==> config.mk <==
export PLATFORM = sky130hd
export DESIGN_NAME = world_stream_decoder
export DESIGN_NICKNAME = d
export VERILOG_FILES = /design/src/rtl/world_stream_decoder_pkg.sv /design/src/rtl/world_stream_decoder_voxel_coord_stepper.sv /design/src/rtl/world_stream_decoder.sv
export SDC_FILE = /design/constraint.sdc
export NUM_CORES = 1
export LEC_CHECK = 0
export ABC_AREA = 1
export CORE_MARGIN = 4
export CORE_UTILIZATION = 55
export CTS_BUF_LIST = sky130_fd_sc_hd__clkbuf_2
export DETAILED_ROUTE_END_ITERATION = 7
export PLACE_DENSITY = 0.83
export SLEW_MARGIN = 20
export SYNTH_ARGS = -nofsm -noshare
export SYNTH_HDL_FRONTEND = slang
export SYNTH_SLANG_ARGS = --single-unit
==> constraint.sdc <==
create_clock -name clk_in -period 2.85 [get_ports clk_in]
set_input_delay 0.855 -clock clk_in [delete_from_list [all_inputs] [get_ports clk_in]]
set_output_delay 0.855 -clock clk_in [all_outputs]
set_load 0.01 [all_outputs]
==> src/rtl/world_stream_decoder_pkg.sv <==
// Shared constants, state encoding and helpers for the world-data stream decoder.
package world_stream_decoder_pkg;

  localparam int unsigned BLOCK_BITS_DEFAULT = 5;

  typedef logic [BLOCK_BITS_DEFAULT-1:0] block_t;

  localparam logic [7:0] WS_SYNC      = 8'hA5;
  localparam logic [7:0] WS_OP_SINGLE = 8'h01;
  localparam logic [7:0] WS_OP_RUN    = 8'h02;

  typedef enum logic [3:0] {
    ST_IDLE,
    ST_OPC,
    ST_X,
    ST_Y,
    ST_Z,
    ST_CNT,
    ST_BLK,
    ST_CHK,
    ST_WRITE
  } ws_state_e;

  function automatic logic is_valid_op(input logic [7:0] op);
    return (op == WS_OP_SINGLE) || (op == WS_OP_RUN);
  endfunction

endpackage

==> src/rtl/world_stream_decoder_voxel_coord_stepper.sv <==
// Voxel coordinate register: loads a start point, steps y fastest, then x, then z,
// and flags when the current coordinate is the last voxel of the volume.
module voxel_coord_stepper #(
  parameter int unsigned LENGTH = 64,
  parameter int unsigned WIDTH  = 64,
  parameter int unsigned HEIGHT = 16
) (
  input  logic                      clk,
  input  logic                      rst_n,
  input  logic                      load,
  input  logic                      step,
  input  logic [$clog2(LENGTH)-1:0] x_start,
  input  logic [$clog2(WIDTH)-1:0]  y_start,
  input  logic [$clog2(HEIGHT)-1:0] z_start,
  output logic [$clog2(LENGTH)-1:0] x,
  output logic [$clog2(WIDTH)-1:0]  y,
  output logic [$clog2(HEIGHT)-1:0] z,
  output logic                      last_c
);

  localparam int unsigned XW = $clog2(LENGTH);
  localparam int unsigned YW = $clog2(WIDTH);
  localparam int unsigned ZW = $clog2(HEIGHT);

  logic x_end, y_end, z_end;

  assign x_end  = (x == XW'(LENGTH - 1));
  assign y_end  = (y == YW'(WIDTH - 1));
  assign z_end  = (z == ZW'(HEIGHT - 1));
  assign last_c = x_end && y_end && z_end;

  always_ff @(posedge clk or negedge rst_n) begin
    if (!rst_n) begin
      x <= '0;
      y <= '0;
      z <= '0;
    end else if (load) begin
      x <= x_start;
      y <= y_start;
      z <= z_start;
    end else if (step) begin
      if (y_end) begin
        y <= '0;
        if (x_end) begin
          x <= '0;
          z <= z + ZW'(1);
        end else begin
          x <= x + XW'(1);
        end
      end else begin
        y <= y + YW'(1);
      end
    end
  end

endmodule

==> src/rtl/world_stream_decoder.sv <==
// Parses framed world-data packets from the UART byte stream and issues
// validated single or run-length writes to the cache write port.
module world_stream_decoder
  import world_stream_decoder_pkg::*;
#(
  parameter int unsigned LENGTH         = 64,
  parameter int unsigned WIDTH          = 64,
  parameter int unsigned HEIGHT         = 16,
  parameter int unsigned BLOCK_BITS     = 5,
  parameter int unsigned TIMEOUT_CYCLES = 100000
) (
  input  logic                      clk_in,
  input  logic                      rst_in,
  input  logic [7:0]                byte_in,
  input  logic                      byte_valid_in,
  output logic [$clog2(LENGTH)-1:0] x_out,
  output logic [$clog2(WIDTH)-1:0]  y_out,
  output logic [$clog2(HEIGHT)-1:0] z_out,
  output logic [BLOCK_BITS-1:0]     block_out,
  output logic                      write_valid_out,
  input  logic                      write_ready_in,
  output logic                      pkt_ok_out,
  output logic                      pkt_err_out,
  output logic [7:0]                err_count_out,
  output logic                      busy_out
);

  localparam int unsigned XW = $clog2(LENGTH);
  localparam int unsigned YW = $clog2(WIDTH);
  localparam int unsigned ZW = $clog2(HEIGHT);
  localparam int unsigned TW = $clog2(TIMEOUT_CYCLES + 1);
  localparam int unsigned RW = 9;

  ws_state_e             state, state_nxt;
  logic                  op_run, op_run_nxt;
  logic [7:0]            chk, chk_nxt;
  logic [7:0]            cnt, cnt_nxt;
  logic                  range_err, range_err_nxt;
  logic [XW-1:0]         x_start, x_start_nxt;
  logic [YW-1:0]         y_start, y_start_nxt;
  logic [ZW-1:0]         z_start, z_start_nxt;
  logic [BLOCK_BITS-1:0] blk, blk_nxt, block_nxt;
  logic [RW-1:0]         remaining, remaining_nxt;
  logic [TW-1:0]         timer, timer_nxt;
  logic                  hold_valid, hold_valid_nxt;
  logic [7:0]            hold_byte, hold_byte_nxt;
  logic                  write_valid_nxt, pkt_ok_nxt, pkt_err_nxt;
  logic                  eff_valid;
  logic [7:0]            eff_byte;
  logic                  load, step, last_c;
  logic                  xfer;

  voxel_coord_stepper #(
    .LENGTH(LENGTH),
    .WIDTH (WIDTH),
    .HEIGHT(HEIGHT)
  ) u_stepper (
    .clk    (clk_in),
    .rst_n  (rst_in),
    .load   (load),
    .step   (step),
    .x_start(x_start),
    .y_start(y_start),
    .z_start(z_start),
    .x      (x_out),
    .y      (y_out),
    .z      (z_out),
    .last_c (last_c)
  );

  assign xfer = write_valid_out && write_ready_in;

  always_ff @(posedge clk_in or negedge rst_in) begin
    if (!rst_in) begin
      state           <= ST_IDLE;
      op_run          <= 1'b0;
      chk             <= '0;
      cnt             <= '0;
      range_err       <= 1'b0;
      x_start         <= '0;
      y_start         <= '0;
      z_start         <= '0;
      blk             <= '0;
      remaining       <= '0;
      timer           <= '0;
      hold_valid      <= 1'b0;
      hold_byte       <= '0;
      block_out       <= '0;
      write_valid_out <= 1'b0;
      pkt_ok_out      <= 1'b0;
      pkt_err_out     <= 1'b0;
      busy_out        <= 1'b0;
      err_count_out   <= '0;
    end else begin
      state           <= state_nxt;
      op_run          <= op_run_nxt;
      chk             <= chk_nxt;
      cnt             <= cnt_nxt;
      range_err       <= range_err_nxt;
      x_start         <= x_start_nxt;
      y_start         <= y_start_nxt;
      z_start         <= z_start_nxt;
      blk             <= blk_nxt;
      remaining       <= remaining_nxt;
      timer           <= timer_nxt;
      hold_valid      <= hold_valid_nxt;
      hold_byte       <= hold_byte_nxt;
      block_out       <= block_nxt;
      write_valid_out <= write_valid_nxt;
      pkt_ok_out      <= pkt_ok_nxt;
      pkt_err_out     <= pkt_err_nxt;
      busy_out        <= (state_nxt != ST_IDLE);
      if (pkt_err_out && (err_count_out != 8'hFF)) err_count_out <= err_count_out + 8'd1;
    end
  end

  always_comb begin
    state_nxt       = state;
    op_run_nxt      = op_run;
    chk_nxt         = chk;
    cnt_nxt         = cnt;
    range_err_nxt   = range_err;
    x_start_nxt     = x_start;
    y_start_nxt     = y_start;
    z_start_nxt     = z_start;
    blk_nxt         = blk;
    remaining_nxt   = remaining;
    timer_nxt       = '0;
    hold_valid_nxt  = hold_valid;
    hold_byte_nxt   = hold_byte;
    block_nxt       = block_out;
    write_valid_nxt = write_valid_out;
    pkt_ok_nxt      = 1'b0;
    pkt_err_nxt     = 1'b0;
    eff_valid       = 1'b0;
    eff_byte        = byte_in;
    load            = 1'b0;
    step            = 1'b0;

    // One-entry hold buffer: fills during WRITE, drains (replays) in any other state.
    if (state == ST_WRITE) begin
      if (byte_valid_in) begin
        if (!hold_valid) begin
          hold_valid_nxt = 1'b1;
          hold_byte_nxt  = byte_in;
        end else begin
          pkt_err_nxt = 1'b1;
        end
      end
    end else begin
      eff_valid = hold_valid || byte_valid_in;
      eff_byte  = hold_valid ? hold_byte : byte_in;
      if (hold_valid) begin
        hold_valid_nxt = byte_valid_in;
        if (byte_valid_in) hold_byte_nxt = byte_in;
      end
    end

    case (state)
      ST_IDLE: begin
        if (eff_valid && (eff_byte == WS_SYNC)) begin
          state_nxt     = ST_OPC;
          chk_nxt       = '0;
          range_err_nxt = 1'b0;
        end
      end
      ST_OPC: begin
        if (eff_valid) begin
          if (is_valid_op(eff_byte)) begin
            op_run_nxt = (eff_byte == WS_OP_RUN);
            chk_nxt    = eff_byte;
            state_nxt  = ST_X;
          end else begin
            pkt_err_nxt = 1'b1;
            state_nxt   = ST_IDLE;
          end
        end
      end
      ST_X: begin
        if (eff_valid) begin
          chk_nxt     = chk ^ eff_byte;
          x_start_nxt = XW'(eff_byte);
          if (32'(eff_byte) >= LENGTH) range_err_nxt = 1'b1;
          state_nxt   = ST_Y;
        end
      end
      ST_Y: begin
        if (eff_valid) begin
          chk_nxt     = chk ^ eff_byte;
          y_start_nxt = YW'(eff_byte);
          if (32'(eff_byte) >= WIDTH) range_err_nxt = 1'b1;
          state_nxt   = ST_Z;
        end
      end
      ST_Z: begin
        if (eff_valid) begin
          chk_nxt     = chk ^ eff_byte;
          z_start_nxt = ZW'(eff_byte);
          if (32'(eff_byte) >= HEIGHT) range_err_nxt = 1'b1;
          state_nxt   = op_run ? ST_CNT : ST_BLK;
        end
      end
      ST_CNT: begin
        if (eff_valid) begin
          chk_nxt   = chk ^ eff_byte;
          cnt_nxt   = eff_byte;
          state_nxt = ST_BLK;
        end
      end
      ST_BLK: begin
        if (eff_valid) begin
          chk_nxt   = chk ^ eff_byte;
          blk_nxt   = BLOCK_BITS'(eff_byte);
          state_nxt = ST_CHK;
        end
      end
      ST_CHK: begin
        if (eff_valid) begin
          if ((eff_byte != chk) || range_err) begin
            pkt_err_nxt = 1'b1;
            state_nxt   = ST_IDLE;
          end else begin
            load            = 1'b1;
            block_nxt       = blk;
            write_valid_nxt = 1'b1;
            remaining_nxt   = op_run ? ((cnt == 8'd0) ? RW'(256) : RW'(cnt)) : RW'(1);
            state_nxt       = ST_WRITE;
          end
        end
      end
      ST_WRITE: begin
        if (xfer) begin
          if (remaining == RW'(1)) begin
            write_valid_nxt = 1'b0;
            pkt_ok_nxt      = 1'b1;
            state_nxt       = ST_IDLE;
          end else if (last_c) begin
            write_valid_nxt = 1'b0;
            pkt_err_nxt     = 1'b1;
            state_nxt       = ST_IDLE;
          end else begin
            step          = 1'b1;
            remaining_nxt = remaining - RW'(1);
          end
        end
      end
      default: state_nxt = ST_IDLE;
    endcase

    // Inter-byte timeout applies only while a packet header/payload is in flight.
    if ((state != ST_IDLE) && (state != ST_WRITE) && !eff_valid) begin
      if (timer == TW'(TIMEOUT_CYCLES - 1)) begin
        pkt_err_nxt = 1'b1;
        state_nxt   = ST_IDLE;
      end else begin
        timer_nxt = timer + TW'(1);
      end
    end
  end

endmodule
Word-level counts from Yosys, hierarchy flattened
Cells that the tools add are included.
{"block": "op_classes", "add_sub_neg": 6, "shift": 0, "n_bitwise": 2, "div_mod_pow": 0, "multipliers": 0, "n_lt_le_gt_ge": 2, "muxes": 88, "eq_ne": 35, "reduce_logical": 38}
{"cell": "$mux W8", "n": 10}
{"cell": "$mux W4", "n": 18}
{"cell": "$mux W9", "n": 7}
{"cell": "$mux W6", "n": 7}
{"cell": "$mux W1", "n": 36}
{"cell": "$pmux W4 S9", "n": 1}
{"cell": "$mux W17", "n": 2}
{"cell": "$ne A2 B2 Y1 const B", "n": 12}
{"cell": "$pmux W8 S3", "n": 1}
{"cell": "$pmux W9 S2", "n": 1}
{"cell": "$add A17 B1 Y17 const B", "n": 1}
{"cell": "$eq A17 B17 Y1 const B", "n": 1}
{"cell": "$eq A4 B3 Y1 const B", "n": 4}
{"cell": "$add A6 B1 Y6 const B", "n": 2}
{"cell": "$eq A6 B6 Y1 const B", "n": 2}
{"cell": "$reduce_and A2 Y1", "n": 6}
{"cell": "$reduce_and A3 Y1", "n": 4}
{"cell": "$reduce_and A6 Y1", "n": 2}
{"cell": "$reduce_and A5 Y1", "n": 2}
{"cell": "$reduce_bool A2 Y1", "n": 5}
{"cell": "$eq A9 B1 Y1 const B", "n": 1}
{"cell": "$sub A9 B1 Y9 const B", "n": 1}
{"cell": "$add A8 B1 Y8 const B", "n": 1}
{"cell": "$eq A4 B2 Y1 const B", "n": 2}
{"cell": "other kinds (27)", "n": 42}
{"block": "word_totals", "regBits": 111, "mem_bits_rw": 0, "mem_count": 0, "out_inout_bits": 33, "romBits": 0, "word_cells": 193, "latch_bits": 0}

Depth between registers and ports, before layout
Gate-level depths: netlist of the first run.
{"block": "depth", "word_depth": 10, "ltp_mapped": 15, "ltp_nobuf": 14}

Cells and area by module
From an unflattened synthesis of the first run, not the netlist that was laid out.
{"block": "hier_totals", "cells_unflattened": 813, "area_unflattened_um2": 6246.0}
{"mod": "world_stream_decoder", "n_inst": 1, "cells_per_inst": 665, "area_each_um2": 5176.2}
{"mod": "voxel_coord_stepper", "n_inst": 1, "cells_per_inst": 148, "area_each_um2": 1069.8}

Worst setup path before layout of the first run
OpenSTA, ideal clock, no wires.
{"block": "synth_path", "kind": "input-to-reg", "startpoint": "input byte_in[5]", "endpoint": "register u_stepper.x[0]", "arrival_ns": 2.025, "slack_ns": 0.703, "cell_stages": 10, "cell_sequence": "o21ai_0 nand2_2 nand3b_1 nand2_1 nor2_1 nand4_1 buf_4 buf_2 o211ai_1 nand2_1"}
{"block": "synth_between", "elab_chain_len": 9}
{"element": "start, declared", "line": "world_stream_decoder.sv:14", "source": "input logic [7:0] byte_in,"}
{"element": "$mux W8"}
{"element": "$mux W8 *", "line": "world_stream_decoder.sv:141", "source": "if (state == ST_WRITE) begin"}
{"element": "$ne A8 B8 Y1 *", "line": "world_stream_decoder.sv:219", "source": "if ((eff_byte != chk) || range_err) begin"}
{"element": "$logic_or A1 B1 Y1 *", "line": "world_stream_decoder.sv:219"}
{"element": "$mux W1 *", "line": "world_stream_decoder.sv:219"}
{"element": "$mux W1 *", "line": "world_stream_decoder.sv:218", "source": "if (eff_valid) begin"}
{"element": "$mux W1 *", "line": "world_stream_decoder.sv:159", "source": "case (state)"}
{"element": "$reduce_bool A2 Y1 (no line)"}
{"element": "$reduce_and A2 Y1 (no line)"}
{"element": "end signal, assigned", "line": "world_stream_decoder_voxel_coord_stepper.sv:38", "source": "x <= x_start;"}
{"element": "end signal, assigned", "line": "world_stream_decoder_voxel_coord_stepper.sv:48", "source": "x <= x + XW'(1);"}
{"element": "end, declared", "line": "world_stream_decoder_voxel_coord_stepper.sv:15", "source": "output logic [$clog2(LENGTH)-1:0] x,"}
Every way passes the cells marked *; elsewhere a longest branch is shown, timed or not.
A chain may end at the register's enable or synchronous reset.

Worst setup path after layout of the first run
{"block": "layout_path", "startpoint": "register u_stepper.z[2]", "endpoint": "output z_out[2]"}
{"element": "start, declared", "line": "world_stream_decoder_voxel_coord_stepper.sv:17", "source": "output logic [$clog2(HEIGHT)-1:0] z,"}
{"element": "start signal, assigned", "line": "world_stream_decoder_voxel_coord_stepper.sv:40", "source": "z <= z_start;"}
{"element": "start signal, assigned", "line": "world_stream_decoder_voxel_coord_stepper.sv:46", "source": "z <= z + ZW'(1);"}
{"element": "end, declared", "line": "world_stream_decoder.sv:18", "source": "output logic [$clog2(HEIGHT)-1:0] z_out,"}
No word-level cell between the ends.

==> impl_metrics.env, run 1 <==
export IMPL_worstPathArrival_ns=1.71
export IMPL_grt_max_degree=42
export IMPL_dpl_cell_area_um2=6892
export IMPL_worst_setup_path_end_kind="primary output"
export IMPL_r2r_cells=16
export IMPL_place_gp_congestion=0.9208
export IMPL_dieArea_um2=12920
export IMPL_grtUsageTotal=0.2318
export IMPL_coreArea_um2=10890
export IMPL_cts_sinks=111
export IMPL_worstMarginPinSlew_ns=0.6578
export IMPL_cts_tree="done"
export IMPL_hold_viol=0
export IMPL_yosys_warnings=0
export IMPL_die_w_um=113.7
export IMPL_yosys_top_cells_count="nand2_1 (239), dfrtp_1 (111), nand3_1 (101), inv_1 (85), o21ai_0 (63)"
export IMPL_post_cts_buffers=0
export IMPL_status="completed"
export IMPL_post_cts_resized=0
export IMPL_area_delta_synth_final_pct=13.92
export IMPL_relSlewSlack=0.5575
export IMPL_path_cells="clkdlybuf4s50_1"
export IMPL_nFillCells=953
export IMPL_drcViolationCount=0
export IMPL_cts_hold_buffers=0
export IMPL_hpwl_um=10590
export IMPL_async_flop_share=1.000
export IMPL_overflow=0
export IMPL_crit_buf_inv=1
export IMPL_fp_dieH_um=113.7
export IMPL_critPathRequiredTime_ns=2.00
export IMPL_peakVddDrop_v=0.0001732
export IMPL_rsz0062_at_grt="no"
export IMPL_setup_violations=0
export IMPL_yosysMostFrequentCell="nand2_1"
export IMPL_dr_pass1_iters=6
export IMPL_start_util=0.5639
export IMPL_synthTopCellsByArea="dfrtp_1 (45%), nand2_1 (15%), nand3_1 (8.2%)"
export IMPL_synth_top_flop_cell="dfrtp_1"
export IMPL_antenna_found_initial=0
export IMPL_cp_max_fo=5
export IMPL_drv_cap=0
export IMPL_synth_cell_types=40
export IMPL_synth_top_area_share=0.4524
export IMPL_cts_clk_slew_worst_paths_ns=0.30
export IMPL_grt_pass1_vias=5188
export IMPL_synth_ff_latch_count=111
export IMPL_path_class="reg -> out"
export IMPL_cts_buffers_inserted=9
export IMPL_synth_edf_count=0
export IMPL_synthCells=817
export IMPL_via_count=5648
export IMPL_clkLatencyLatePin_ns=0.63
export IMPL_slowest_delay_ns=0.58
export IMPL_vias_per_cell=5.532
export IMPL_wl_um=14290
export IMPL_startpoint_type="flop"
export IMPL_finalCritPeriodShare=0.9015
export IMPL_stdcell_count=1021
export IMPL_synth_area_leader_cell="dfrtp_1"
export IMPL_final_area_um2=6994
export IMPL_nets=896
export IMPL_synth_area_per_cell_um2=7.515
export IMPL_critPathTopFamily="buffers and inverters"
export IMPL_power_density_nw_per_um2=354.6
export IMPL_first_iter_violations=543
export IMPL_hp_class="in -> async"
export IMPL_fin_skew_ns=0.04459
export IMPL_slowest_stage="clkdlybuf4s50_1"
export IMPL_wire_per_inst_um=14.00
export IMPL_syn_area_um2=6140
export IMPL_cts_buffer_depth=2
export IMPL_hold_slack_ns=0.1615
export IMPL_fmax_mhz=389.2
export IMPL_ant_nets=0
export IMPL_finalWorstPathRequiredPeriod_ns=2.569
export IMPL_drive_gt1_frac=0.07946
export IMPL_num_rows=38
export IMPL_placedCellCount=1006
export IMPL_yosysSeqAreaShare=0.4524
export IMPL_io_buffers=44
export IMPL_clockRootBuffer="clkbuf_2"
export IMPL_synth_fp_nets=836
export IMPL_io_pins=45
export IMPL_path_depth=1
export IMPL_maxSlewViolCount=0
export IMPL_p_leak_uw=0.003409
export IMPL_finalPower_uw=2480
export IMPL_cts_htree_levels=3
export IMPL_diodes=0
export IMPL_grt_pass1_wl_um=24490
where the power goes:
group	switching [uW]	internal [uW]
registers	9.34	1600
logic	103	54.4
clock network	515	203
total	627	1850
per-layer routing:
| layer | global-route usage | wire length, um |
|---|---|---|
| met5 | 0 | 0 |
| met2 | 0.3777 | 6736 |
| met3 | 0.04881 | 832 |
| met1 | 0.3124 | 6477 |
| met4 | 0.07212 | 248 |
cell families (layout without fill, tap and decap cells):
| logic type | count (synthesis) | count (layout) | synth area share |
|---|---|---|---|
| AND/OR/NAND/NOR | 449 | 449 | 0.3200 |
| buffers and inverters | 116 | 180 | 0.07846 |
| AO/OA/AOI/OAI | 111 | 111 | 0.1021 |
| flip-flops | 111 | 111 | 0.4524 |
| XOR/XNOR | 23 | 23 | 0.03281 |
| adder cells (fa/ha/maj) | 7 | 7 | 0.01426 |
flip-flops by register name, summed over array words and instances (netlist names), 8 cells and up:
signal         cells
timer             17
remaining          9
chk                8
err_count_out      8
hold_byte          8
cnt                8
per-stage QoR:
stage,setup TNS [ns],util,worst slack [ns]
3_3_place_gp,0,0.6330,0.02732
4_1_cts,0,0.6424,0.2978
5_1_grt,0,0.6424,0.1233
6_report,0,0.6424,0.2809
2_1_floorplan,0,-,0.7034
3_5_place_dp,-0.07434,0.6330,-0.04310
layout by cell type (no fill, tap or decap), types with 4 or more instances in the layout:
cell type / count
clkbuf_2: 11
dfrtp_1: 111
inv_2: 4
o22ai_1: 4
nor3_1: 14
buf_12: 4
nand3b_1: 4
o21ai_0: 63
ha_1: 7
nor4_1: 6
inv_1: 85
nand2_1: 239
xnor2_1: 9
nand2_2: 9
clkdlybuf4s50_1: 43
buf_4: 28
nand4_1: 13
o211ai_1: 12
nand3_1: 101
nor2_1: 52
a21oi_1: 20
xor2_1: 14
final timing paths:
| check | from | slack (ns) | endpoint |
|---|---|---|---|
| worst min register to register | timer[0] | 0.49 | timer[0] |
| min in group clk_in | timer[0] | 0.49 | timer[0] |
| worst max-delay path | u_stepper.z[2] | 0.28 | z_out[2] |
| worst max register to register | state[3] | 0.32 | remaining[5] |
| worst min-delay path | rst_in | 0.16 | timer[16] |
| max in group asynchronous | rst_in | 2.02 | u_stepper.z[3] |
area by class of cell:
class	instances	area (um^2)	share of cell area
repair buffers	75	720.7	0.1030
inverters	90	337.8	0.04830
clock buffers	11	55.05	0.007871
well taps	140	175.2	0.02504
multi-input cells	590	2880	0.4118
clock inverters	4	47.55	0.006798
flip-flops and latches	111	2778	0.3971
(Power assumes the default switching activity.)
==> run 2, diff against run 1 <==
--- a/config.mk
+++ b/config.mk
@@ -8,7 +8,7 @@
 export ABC_AREA = 1
 export CORE_MARGIN = 4
 export CORE_UTILIZATION = 55
-export CTS_BUF_LIST = sky130_fd_sc_hd__clkbuf_2
+export CTS_BUF_LIST = sky130_fd_sc_hd__clkbuf_4 sky130_fd_sc_hd__clkbuf_8
 export DETAILED_ROUTE_END_ITERATION = 7
 export PLACE_DENSITY = 0.83
 export SLEW_MARGIN = 20
==> run 2 against run 1 <==
Effect of this change: first-iteration DRC count decreased by 19%; largest cell class unchanged; sequential share of layout area is 0.53 points lower; clock skew down 0.032 ns; critical endpoint is now remaining[5]; hold slack better by 0.28 ns.
==> impl_metrics.env, run 2 (synthesized netlist as in run 1, its figures left out) <==
export IMPL_grt_pass1_vias=5197
export IMPL_fp_dieH_um=113.7
export IMPL_fin_skew_ns=0.01285
export IMPL_finalCritPeriodShare=0.8897
export IMPL_io_buffers=44
export IMPL_overflow=0
export IMPL_wire_per_inst_um=14.01
export IMPL_worstPathArrival_ns=2.85
export IMPL_topRoutingLayerUsed="met4"
export IMPL_crit_buf_inv=4
export IMPL_r2r_start="state[3]"
export IMPL_clockRootBuffer="clkbuf_8"
export IMPL_path_depth=15
export IMPL_mostFrequentLayoutCells="nand2_1 (239), dfrtp_1 (111), nand3_1 (101)"
export IMPL_p_leak_uw=0.003443
export IMPL_worstMarginPinSlew_ns=0.6504
export IMPL_nets=896
export IMPL_wl_met2_um=6821
export IMPL_area_delta_synth_final_pct=15.45
export IMPL_combPwrFrac=0.058
export IMPL_cts_buffer_depth=2
export IMPL_crit_path_end="remaining[5]"
export IMPL_antenna_found_initial=0
export IMPL_dpl_cell_area_um2=6892
export IMPL_drive_gt1_frac=0.08059
export IMPL_p_switching_uw=640.9
export IMPL_io_pins=45
export IMPL_post_route_util=0.6510
export IMPL_r2r_cells=16
export IMPL_wl_met3_um=769
export IMPL_first_iter_violations=440
export IMPL_cp_max_fo=22
export IMPL_cp_startpoint="byte_in[6]"
export IMPL_slowest_delay_ns=0.51
export IMPL_hp_class="in -> async"
export IMPL_hold_viol=0
export IMPL_post_cts_buffers=0
export IMPL_diodes=0
export IMPL_hpwl_um=10590
export IMPL_final_area_um2=7088
export IMPL_seqPwrFrac=0.585
export IMPL_maxSlewViolCount=0
export IMPL_largest_registers="timer: 17 flops, remaining: 9 flops"
export IMPL_r2r_slack_ns=0.34
export IMPL_sw_frac_of_total=0.2345
export IMPL_cts_sinks=111
export IMPL_critPathTopFamily="simple AND/OR/NAND/NOR gates"
export IMPL_setup_violations=0
export IMPL_num_rows=38
export IMPL_path_cells="clkdlybuf4s50_1 -> inv_1 -> nand2_1 -> nand2_1 -> nand2_2 -> nand3_1 -> nand2_1 -> nand2_1 -> nor2_1 -> nand4_1 -> buf_12 -> nand2_1 -> buf_12 -> nor2_1 -> a21oi_1"
export IMPL_cts_buffers_inserted=9
export IMPL_relSlewSlack=0.5624
export IMPL_fmax_mhz=394.4
export IMPL_power_density_nw_per_um2=385.5
export IMPL_finalPower_uw=2733
export IMPL_met1_length_um=6429
export IMPL_cts_clk_slew_worst_paths_ns=0.10
export IMPL_placedCellCount=1006
export IMPL_slowest_stage="clkdlybuf4s50_1"
export IMPL_grtUsageTotal=0.2336
export IMPL_worst_setup_path_end_kind="flop"
export IMPL_vias_per_cell=5.488
export IMPL_ant_nets=0
export IMPL_cts_htree_levels=3
export IMPL_preCtsSetupSlack_ns=-0.04310
export IMPL_post_cts_resized=0
export IMPL_place_gp_congestion=0.9208
export IMPL_wl_um=14300
export IMPL_critPathRequiredTime_ns=3.16
export IMPL_path_class="in -> reg"
export IMPL_via_count=5603
export IMPL_finalWorstPathRequiredPeriod_ns=2.536
export IMPL_cts_tree="done"
export IMPL_coreArea_um2=10890
export IMPL_dieArea_um2=12920
export IMPL_cts_hold_buffers=0
export IMPL_dr_pass1_iters=5
export IMPL_path_common_cell="nand2_1"
export IMPL_nFillCells=926
export IMPL_status="completed"
export IMPL_drv_cap=0
export IMPL_clkPwrFrac=0.357
export IMPL_clkLatencyLatePin_ns=0.38
export IMPL_die_w_um=113.7
export IMPL_rsz0062_at_grt="no"
export IMPL_largest_reg_flops=17
export IMPL_stdcell_count=1021
export IMPL_internal_power_uw=2092
export IMPL_layout_commonest_cell="nand2_1"
export IMPL_r2r_end="remaining[5]"
export IMPL_grt_pass1_wl_um=24700
export IMPL_start_util=0.5639
export IMPL_startpoint_type="input pin"
export IMPL_grt_max_degree=42
export IMPL_fin_ws_ns=0.3144
export IMPL_drcViolationCount=0
export IMPL_top_register="timer"
export IMPL_peakVddDrop_v=0.0002159
-- run 2: cell types whose count changed in the layout (fill, tap and decap cells not counted), sizes merged --
cell / change
clkbuf: +1
clkinv: -1
-- run 2: how the worst min path moves through the flow --
stage	cells after the start	end	from
6_report	1	err_count_out[1]	rst_in
5_1_grt	1	timer[0]	rst_in
4_1_cts	1	timer[12]	rst_in
3_5_place_dp	2	block_out[4]	blk[4]
3_3_place_gp	1	timer[0]	timer[0]
2_1_floorplan	1	timer[0]	timer[0]
-- run 2: layer usage --
| metal | GRT usage | vias to the layer above |
|---|---|---|
| li1 | - | 2799 |
| met1 | 0.3176 | 2615 |
| met2 | 0.3808 | 163 |
| met3 | 0.04191 | 26 |
| met4 | 0.07692 | 0 |
| met5 | 0 | - |
-- run 2: power groups by stage --
stage                     clock [uW]  sequential, uW  combinational (uW)
after detailed placement           0            1630                 157
after global placement             0            1630                 154
final                            976            1600                 157
after floorplan                    0            1630                63.9
after CTS                        982            1600                 158
after global routing            1060            1600                 178
-- run 2: cell type report --
class	count	area (um^2)	share of cell area
Clock buffer	12	152.6	0.02154
Clock inverter	3	43.79	0.006178
Inverter	90	337.8	0.04766
Multi-Input combinational cell	590	2880	0.4064
Sequential cell	111	2778	0.3919
Tap cell	140	175.2	0.02471
Timing Repair Buffer	75	720.7	0.1017
-- run 2: stage by stage --
| stage | hold slack, ns | setup TNS, ns |
|---|---|---|
| after floorplan | 0.4251 | 0 |
| after global placement | 0.4447 | 0 |
| after detailed placement | 0.4530 | -0.07434 |
| after CTS | 0.4618 | 0 |
| after global routing | 0.4828 | 0 |
| final | 0.4443 | 0 |
